<file path="src/rtl/root_rank_inject.sv">
// Credit-paced injection FIFO between the root rank stage and the quadtree router root port.
// Optional same-edge bypass into an empty FIFO: define ROOT_INJECT_BYPASS_EN.
module root_rank_inject #(
    parameter int DEPTH        = 4,
    parameter int CREDIT       = 4,
    parameter int ROUTER_WIDTH = 8
) (
    input  logic                    clk,
    input  logic                    rst,
    output logic                    router_rdy,
    input  logic                    rank_tx_en,
    input  logic [ROUTER_WIDTH-1:0] rank_tx_data,
    output logic                    out_data_valid,
    output logic [ROUTER_WIDTH-1:0] out_data,
    input  logic                    credit_in,
    output logic [3:0]              credit_cnt,
    output logic                    inject_err
);
    localparam int AW = $clog2(DEPTH);
    localparam int CW = AW + 1;
    localparam logic [CW-1:0] DEPTH_L  = CW'(DEPTH);
    localparam logic [3:0]    CREDIT_L = 4'(CREDIT);

    logic [ROUTER_WIDTH-1:0] mem [DEPTH];
    logic [AW-1:0]           wr_ptr;
    logic [AW-1:0]           rd_ptr;
    logic [CW-1:0]           count;

    logic wr_acc;
    logic bypass;
    logic push;
    logic send_fifo;
    logic send;
    logic credit_ovf;

    // Handshake: a packet transfers on any edge where rank_tx_en && router_rdy;
    // router_rdy is a function of registered occupancy only.
    assign router_rdy = (count != DEPTH_L);

    always_comb begin
        wr_acc    = rank_tx_en && router_rdy;
        send_fifo = (count != '0) && (credit_cnt != '0);
`ifdef ROOT_INJECT_BYPASS_EN
        bypass    = wr_acc && (count == '0) && (credit_cnt != '0);
`else
        bypass    = 1'b0;
`endif
        push       = wr_acc && !bypass;
        send       = send_fifo || bypass;
        credit_ovf = credit_in && (credit_cnt == CREDIT_L) && !send;
    end

    always_ff @(posedge clk) begin
        if (push) begin
            mem[wr_ptr] <= rank_tx_data;
        end
    end

    always_ff @(posedge clk or negedge rst) begin
        if (!rst) begin
            wr_ptr         <= '0;
            rd_ptr         <= '0;
            count          <= '0;
            credit_cnt     <= CREDIT_L;
            out_data_valid <= 1'b0;
            out_data       <= '0;
            inject_err     <= 1'b0;
        end else begin
            if (push) begin
                wr_ptr <= wr_ptr + 1'b1;
            end
            if (send_fifo) begin
                rd_ptr <= rd_ptr + 1'b1;
            end
            count <= count + CW'(push) - CW'(send_fifo);

            // A returned credit and a send in the same cycle cancel out.
            if (credit_in && !credit_ovf && !send) begin
                credit_cnt <= credit_cnt + 4'd1;
            end else if (send && !credit_in) begin
                credit_cnt <= credit_cnt - 4'd1;
            end

            out_data_valid <= send;
            if (send_fifo) begin
                out_data <= mem[rd_ptr];
            end else if (bypass) begin
                out_data <= rank_tx_data;
            end

            if ((rank_tx_en && !router_rdy) || credit_ovf) begin
                inject_err <= 1'b1;
            end
        end
    end
endmodule

</file>
<file path="config.mk">
export PLATFORM = sky130hd
export DESIGN_NAME = root_rank_inject
export DESIGN_NICKNAME = d
export VERILOG_FILES = /design/src/rtl/root_rank_inject.sv
export SDC_FILE = /design/constraint.sdc
export NUM_CORES = 1
export LEC_CHECK = 0
export CORE_UTILIZATION = 40
export DETAILED_ROUTE_END_ITERATION = 10
export GPL_ROUTABILITY_DRIVEN = 0
export HOLD_SLACK_MARGIN = 0.1
export SLEW_MARGIN = 20
export SYNTH_ARGS = -nofsm -noshare
export SYNTH_HDL_FRONTEND = slang
export SYNTH_SLANG_ARGS = --single-unit
</file>
<file path="constraint.sdc">
create_clock -name clk -period 2.5 [get_ports clk]
set_input_delay 0.625 -clock clk [delete_from_list [all_inputs] [get_ports clk]]
set_output_delay 0.625 -clock clk [all_outputs]
set_load 0.05 [all_outputs]
</file>
Word level (Yosys, flattened, before mapping). Memories as Yosys holds them, arrays and structs flattened. A register that Yosys moved wholly into a read port is not among the register bits. Index checks and enable logic that the tools add are counted.

Bits in registers: 13. Memory bits (writable): 32. Memories kept: 1. Input port bits: 12. Output and inout port bits: 15.

Eq/ne operators: 2. Reduce and logical (&&, ||, !) cells: 17. Multiplexer cells: 4. $add $sub $neg: 6.

Memory list: mem (words 4, width 8, rd ports 1, clocked after memory_dff 1, write ports 1, RTL line 24) `logic [ROUTER_WIDTH-1:0] mem [DEPTH];`.

Operators by type and width (number): $logic_and A1 B1 Y1 (8); $mux W4 (2); $logic_not A1 Y1 (5); $add A2 B1 Y2 const B (2); $add A4 B1 Y4 const B (1); $eq A4 B3 Y1 const B (1); $reduce_bool A4 Y1 (1); $sub A4 B1 Y4 const B (1); $add A3 B1 Y3 (1); $ne A3 B3 Y1 const B (1); $reduce_bool A3 Y1 (1); $sub A3 B1 Y3 (1); $mux W1 (2); $reduce_bool A2 Y1 (1); $logic_or A1 B1 Y1 (1).

Depth between registers and ports, before layout. Gate-level depths: netlist of run 1.

Word-level depth: 8. Depth in mapped cells: 9. Gate-level depth less buffers: 9.

Least setup slack after synthesis of run 1. OpenSTA, ideal clock, no wires.

Path type: register to register. From: reg credit_cnt[1]. To: reg count[2]. Path slack: -24 ps. Required time: 2377 ps. Arrival time: 2401 ps. Stages on the path, launching flop included: 10. Path through: dfrtp_1 -> nor4_4 -> nor2_2 -> buf_6 -> ha_1 -> inv_1 -> ha_1 -> fa_1 -> xnor2_1 -> xnor2_1.

Longest elaborated chain between the ends: 3.

RTL lines: start, declared (RTL line 16) `output logic [3:0] credit_cnt,`; start signal, assigned (RTL line 79) `credit_cnt <= credit_cnt + 4'd1;`; start signal, assigned (RTL line 81) `credit_cnt <= credit_cnt - 4'd1;`; $reduce_bool A4 Y1 (RTL line 42) `send_fifo = (count != '0) && (credit_cnt != '0);`; $logic_and A1 B1 Y1 (RTL line 42); via send (RTL line 33) `logic send;`; $sub A3 B1 Y3 (RTL line 75) `count <= count + CW'(push) - CW'(send_fifo);`; end signal, assigned (RTL line 75); end, declared (RTL line 27) `logic [CW-1:0] count;`.

The timed path passes the listed nets, and every way through them passes these cells. A chain may end at the register's enable or synchronous reset.

Worst setup path in the final report of run 1.
From: reg credit_cnt[1]. To: reg credit_cnt[1].

Longest elaborated chain between the ends: 8. Elaborated cells on any way between the ends: 15.

RTL lines: branches (longest 8 deep; another with $sub A4 B1 Y4).

Parallel ways; which one is timed is not known. The select of a mux whose other input is x is not followed.

==> results of run 1 <==
cell usage in the layout, fill, tap and decap left out:
| cell type | instances |
|---|---|
| a31oi_1 | 1 |
| dlymetal6s2s_1 | 1 |
| o21ai_0 | 3 |
| inv_6 | 1 |
| bufinv_16 | 2 |
| nand2_1 | 5 |
| nor3_1 | 2 |
| a21o_1 | 1 |
| clkdlybuf4s50_1 | 25 |
| o2bb2ai_2 | 1 |
| dfstp_2 | 1 |
| mux2i_1 | 2 |
| and3_1 | 4 |
| dfrtp_1 | 18 |
| nor3_4 | 1 |
| nor2_1 | 3 |
| o31ai_1 | 1 |
| mux4_2 | 8 |
| nand4_1 | 1 |
| mux2_4 | 7 |
| dfrtp_2 | 2 |
| buf_4 | 7 |
| o22ai_1 | 1 |
| ha_1 | 8 |
| or3_4 | 1 |
| xnor2_1 | 8 |
| xor2_1 | 1 |
| nor4_4 | 1 |
| nor2_2 | 1 |
| mux2_2 | 3 |
| a21oi_1 | 2 |
| clkbuf_8 | 5 |
| fa_1 | 2 |
| edfxtp_1 | 32 |
| a22oi_1 | 1 |
| inv_1 | 7 |
per-stage QoR:
step                      TNS (ns)  power [mW]
after global placement      -0.123        3.31
after CTS                        0        4.11
after floorplan                  0        2.89
after detailed placement    -0.497        3.41
final                            0        4.07
after global routing             0        4.32
metal layers:
metal | vias to the layer above | GRT usage | part of all wire
met4 | 0 | 0.0717 | 0.024
met1 | 659 | 0.189 | 0.43
met2 | 22 | 0.249 | 0.51
li1 | 564 | - | -
met5 | - | 0 | 0
met3 | 10 | 0.0482 | 0.037
sequential cells by signal, summed over array words and instances (netlist names):
signal,flops
out_data_valid,1
out_data,8
wr_ptr,2
count,3
mem,32
rd_ptr,2
credit_cnt,4
inject_err,1
power breakdown:
part	total [mW]	switching (mW)	internal, mW
Clock	0.684	0.282	0.403
Sequential	1.53	0.288	1.25
Combinational	1.85	0.984	0.868
cell families after synthesis:
| logic type | after synthesis | synth area share |
|---|---|---|
| buffers and inverters | 11 | 0.0234 |
| and+or+nand+nor | 19 | 0.0551 |
| DFF | 53 | 0.648 |
| muxes | 20 | 0.148 |
| AOI/OAI and AO/OA | 11 | 0.0300 |
| adders and majority gates | 10 | 0.0611 |
| xor gates and xnor gates | 9 | 0.0344 |
final timing paths:
check / end / cells after the start / startpoint
max in group asynchronous: credit_cnt[2]$_DFFE_PN1P_ / 2 / rst
max reg2reg: credit_cnt[1]$_DFFE_PN0P_ / 7 / credit_cnt[1]$_DFFE_PN0P_
min in group asynchronous: out_data[3]$_DFFE_PN0N_ / 2 / rst
max: credit_cnt[1]$_DFFE_PN0P_ / 7 / credit_cnt[1]$_DFFE_PN0P_
min: inject_err$_DFFE_PN0P_ / 2 / inject_err$_DFFE_PN0P_
min reg2reg: inject_err$_DFFE_PN0P_ / 2 / inject_err$_DFFE_PN0P_
critical path, stage by stage (launching register included):
cell       delay [ns]
dfrtp_2          0.50
nor4_4           0.44
o2bb2ai_2        0.17
inv_1            0.12
fa_1             0.47
mux2_2           0.29
a22oi_1          0.20
nand2_1          0.07
cell type report:
| class | count | area [sq um] | share of cell area |
|---|---|---|---|
| Clock buffer | 5 | 68.8 | 0.0244 |
| Tap cell | 72 | 90.1 | 0.0320 |
| Timing Repair Buffer | 33 | 315 | 0.112 |
| Multi-Input combinational cell | 69 | 759 | 0.269 |
| Sequential cell | 53 | 1490 | 0.529 |
| Clock inverter | 3 | 68.8 | 0.0244 |
| Inverter | 7 | 26.3 | 0.00932 |
==> impl_metrics.csv, run 1 <==
group,metric,value,unit
power,leakage,1.08,nW
yosys,ys_types,33,
drt,drt_iter0_markers,71,
global_routing,antenna_found_initial,0,
sta,skew,0.00580,ns
worst_setup_path,r2r_slack,0.12,ns
yosys,netlist_instances,133,
yosys,synth-edff-count,32,
sta,fin_ws,0.117,ns
cts,cts.sinks,53,
cts,tritoncts,"done",
cts,post_cts_resized,0,
yosys,syn_area,2290,sq um
sta,relSlewSlack,0.589,
layout,final_cells,242,
global_routing,first_global_vias,1323,
yosys,yosys-top-cells-count,"edfxtp_1, dfrtp_1, ha_1, mux4_2, xnor2_1",
min_path,hold_path.class,"flip-flop to flip-flop",
sta,hold_ws,0.476,ns
worst_setup_path,start_kind,"flip-flop",
power,ir_worst_vdd,0.522,mV
die,die_x,77.7,microns
place,dp_hpwl,2770,microns
die,initial_utilization,0.417,
die,dieArea,6040,sq um
yosys,ys_seq_elements,53,
cts,cts_hold_buf,0,
yosys,ys_seq_area_frac,0.648,
drt,drc,0,
drt,drt-total-wl,4110,microns
place,place_inst,234,
sta,fmax,420,MHz
cts,cts_buffers,5,
layout,final_nets,191,
yosys,synth_top_cell_by_area,"edfxtp_1",
place,io_buffers,26,
yosys,synth_top_area_frac,0.419,
die,rows,27,
cts,cts.path.max_buffers,2,
run,drv_cap,0,
run_status,status,"completed",
global_routing,grt_pass1_wl,6800,microns
cts,clkLatencyLatePin,0.31,ns
yosys,synth_flop_cell,"edfxtp_1",
sta,finalMaxSlewViolations,0,
drt,ant_nets,0,
sta,tightest_slew,0.616,ns
layout,stdcell_area,2820,sq um
yosys,yosysMostFrequentCell,"edfxtp_1",
cts,cts.clk_slew.worst_paths,0.09,ns
sta,hold_viol_final,0,
worst_setup_path,cp-end-kind,"flip-flop",
layout,area_growth,22.8,%
yosys,synth_area_leaders,"edfxtp_1, dfrtp_1, mux4_2",
cts,cts_setup_buffers,0,
layout,drive_above_1_share,0.241,
yosys,avgSynthCellArea,17.3,sq um
drt,first_pass_iters,4,
drt,vias,1255,
worst_setup_path,worstPathArrival,2.58,ns
worst_setup_path,path_class,"flip-flop to flip-flop",
cts,cts_root_buf,"clkbuf_8",
die,core,5510,sq um
worst_setup_path,cp.required,2.69,ns
sta,setup_viol,0,
yosys,ys.warnings.count,0,
global_routing,grt_overflow,0,
die,num_io_pins,27,
sta,period_share,0.953,
drt,wire_per_inst,17.0,microns
cts,htreeDepth,2,
yosys,syn_nets,155,
place,pre_cts_ws,-0.231,ns
global_routing,grt_usage,0.154,
die,die_h,77.7,microns
drt,via_per_inst,5.19,
worst_setup_path,cp_max_fo,8,
power,power.density,1440,nW/um^2
layout,fillCellCount,464,
layout,antenna_cells,0,
yosys,synth-async-reset-ratio,0.396,
sta,layout_min_cycle_time,2.38,ns
place,place_area,2670,sq um
global_routing,grt_max_degree,22,
layout,post-route-util,0.512,
sta,grt_setup_unrepaired,"no",
(Power assumes the default switching activity.)
==> run 2, diff against run 1 <==
--- a/config.mk
+++ b/config.mk
@@ -5,6 +5,7 @@
 export SDC_FILE = /design/constraint.sdc
 export NUM_CORES = 1
 export LEC_CHECK = 0
+export CORE_MARGIN = 2
 export CORE_UTILIZATION = 40
 export DETAILED_ROUTE_END_ITERATION = 10
 export GPL_ROUTABILITY_DRIVEN = 0
==> impl_metrics.csv, run 2 (same netlist as run 1, synthesis figures left out) <==
group,metric,value,unit
run_status,status,"completed",
worst_setup_path,start_kind,"flip-flop",
power,seqPwrFrac,0.385,
die,num_io_pins,27,
sta,setup_viol,0,
cts,cts_hold_buf,0,
global_routing,first_global_vias,1318,
cts,cts.sinks,53,
worst_setup_path,path_class,"flip-flop to output port",
drt,drt_iter0_markers,76,
layout,area_growth,22.3,%
worst_setup_path,crit_family,"buffers and inverters",
layout,drive_above_1_share,0.246,
sta,fin_ws,0.145,ns
cts,cts.path.max_buffers,2,
power,power,3.98,mW
power,ir_worst_vdd,0.558,mV
drt,drt-total-wl,3990,microns
layout,antenna_cells,0,
power,p_int,2.43,mW
min_path,hold_end,"inject_err$_DFFE_PN0P_",
drt,wire_per_inst,16.4,microns
sta,hold_ws,0.470,ns
place,dp_hpwl,2730,microns
die,rows,27,
min_path,hold_depth,2,
cts,cts_root_buf,"clkbuf_8",
worst_setup_path,r2r_slack,0.19,ns
drt,ant_nets,0,
sta,hold_viol_final,0,
worst_setup_path,crit_slowest_cell,"clkdlybuf4s50_1",
worst_setup_path,cp.required,1.88,ns
sta,finalMaxSlewViolations,0,
sta,layout_min_cycle_time,2.36,ns
power,power.density,1420,nW/um^2
worst_setup_path,rr_endpoint,"credit_cnt[3]$_DFFE_PN0P_",
power,power.switching,1.55,mW
layout,reg_top3,"mem: 32 flops, out_data: 8 flops, credit_cnt: 4 flops",
sta,skew,0.00853,ns
global_routing,grt_overflow,0,
die,core,5540,sq um
worst_setup_path,cp_max_fo,6,
layout,post-route-util,0.507,
worst_setup_path,cp-end-kind,"output port",
power,pwr-share-clk,0.143,
place,io_buffers,26,
drt,first_pass_iters,4,
global_routing,grt_pass1_wl,6560,microns
die,initial_utilization,0.414,
sta,fmax,425,MHz
die,die_h,79.7,microns
layout,final_cell_mix,"edfxtp_1, clkdlybuf4s50_1, dfrtp_1",
layout,final_nets,192,
die,dieArea,6360,sq um
layout,largest_reg_flops,32,
cts,cts_buffers,5,
global_routing,grt_usage,0.141,
global_routing,antenna_found_initial,0,
sta,tightest_slew,0.577,ns
place,pre_cts_ws,-0.165,ns
power,leakage,1.07,nW
die,die_x,79.7,microns
power,sw_frac_of_total,0.389,
run,drv_cap,0,
layout,final_common_cell,"edfxtp_1",
cts,clkLatencyLatePin,0.30,ns
sta,relSlewSlack,0.615,
drt,drc,0,
sta,fin_tns_setup,0,ns
min_path,hold_path.class,"flip-flop to flip-flop",
cts,post_cts_resized,0,
global_routing,grt_max_degree,22,
worst_setup_path,worstPathArrival,1.73,ns
power,combPwrFrac,0.472,
worst_setup_path,cpPeakStageDelay,0.82,ns
sta,period_share,0.942,
cts,cts.clk_slew.worst_paths,0.09,ns
worst_setup_path,r2r_cells,8,
worst_setup_path,reg2reg_from,"credit_cnt[1]$_DFFE_PN0P_",
drt,vias,1214,
drt,via_per_inst,5.00,
worst_setup_path,worst-path-buf-inv,1,
layout,regMostFlops,"mem",
cts,htreeDepth,2,
cts,cts_setup_buffers,0,
cts,tritoncts,"done",
min_path,min-delay-start,"inject_err$_DFFE_PN0P_",
worst_setup_path,crit_path_cell_trace,"clkdlybuf4s50_1",
[run 2: cell count changes in the layout (fill, tap and decap cells not counted), sizes merged]
| cell | before | now |
|---|---|---|
| bufinv | 2 | 1 |
| buf | 7 | 8 |
| clkinv | 0 | 1 |
| clkinvlp | 0 | 1 |
| inv | 8 | 7 |
[run 2: metrics by stage]
stage,instance area [sq um],instances
detailed placement,2680,235
floorplan,2300,133
finish,2810,243
CTS,2790,243
global route,2810,243
global placement,2680,235
[run 2: worst register-to-register path, cell delays in order (launching register included)]
cell and delay (ns):
dfrtp_2 0.49, nor4_4 0.42, o2bb2ai_2 0.16, inv_1 0.11
buf_4 0.14, ha_1 0.33, a21oi_1 0.19, mux2i_1 0.26
xnor2_1 0.14
[run 2: power groups by stage]
stage	combinational, mW	sequential, mW	clock [mW]
after floorplan	1.05	1.84	0
after global placement	1.79	1.54	0
after detailed placement	1.86	1.56	0
after CTS	1.87	1.54	0.586
after global routing	2.04	1.59	0.633
final	1.88	1.53	0.569
[run 2: per-layer routing]
layer | GRT usage | wire, microns | up-vias
met5 | 0 | 0 | -
li1 | - | - | 564
met2 | 0.238 | 2120 | 24
met4 | 0.0576 | 48 | 0
met1 | 0.175 | 1710 | 621
met3 | 0.0339 | 109 | 5
[run 2: layout make-up]
cell class,count,area (sq um)
fillers,485,2730
clock inverters,3,41.3
well taps,72,90.1
repair buffers,34,323
multi-input cells,69,767
flip-flops and latches,53,1490
clock buffers,5,68.8
inverters,7,26.3
[run 2: worst max-delay path by stage]
stage                              startpoint  depth (start not counted)                   endpoint  slack, ns
floorplan           credit_cnt[1]$_DFFE_PN0P_                          9         count[2]$_DFF_PN0_       0.11
global placement                    credit_in                          8  credit_cnt[1]$_DFFE_PN0P_      -0.07
detailed placement                  credit_in                         10  credit_cnt[2]$_DFFE_PN1P_      -0.16
CTS                        count[1]$_DFF_PN0_                          3                 router_rdy       0.04
global route               count[1]$_DFF_PN0_                          7  credit_cnt[1]$_DFFE_PN0P_     -0.005
finish              credit_cnt[2]$_DFFE_PN1P_                          1              credit_cnt[2]       0.14
==> run 3, diff against run 2 <==
--- a/config.mk
+++ b/config.mk
@@ -10,6 +10,7 @@
 export DETAILED_ROUTE_END_ITERATION = 10
 export GPL_ROUTABILITY_DRIVEN = 0
 export HOLD_SLACK_MARGIN = 0.1
+export SKIP_CTS_REPAIR_TIMING = 1
 export SLEW_MARGIN = 20
 export SYNTH_ARGS = -nofsm -noshare
 export SYNTH_HDL_FRONTEND = slang
==> results of run 3 <==
The final DEF is identical to that of run 2; final timing and power are the same.
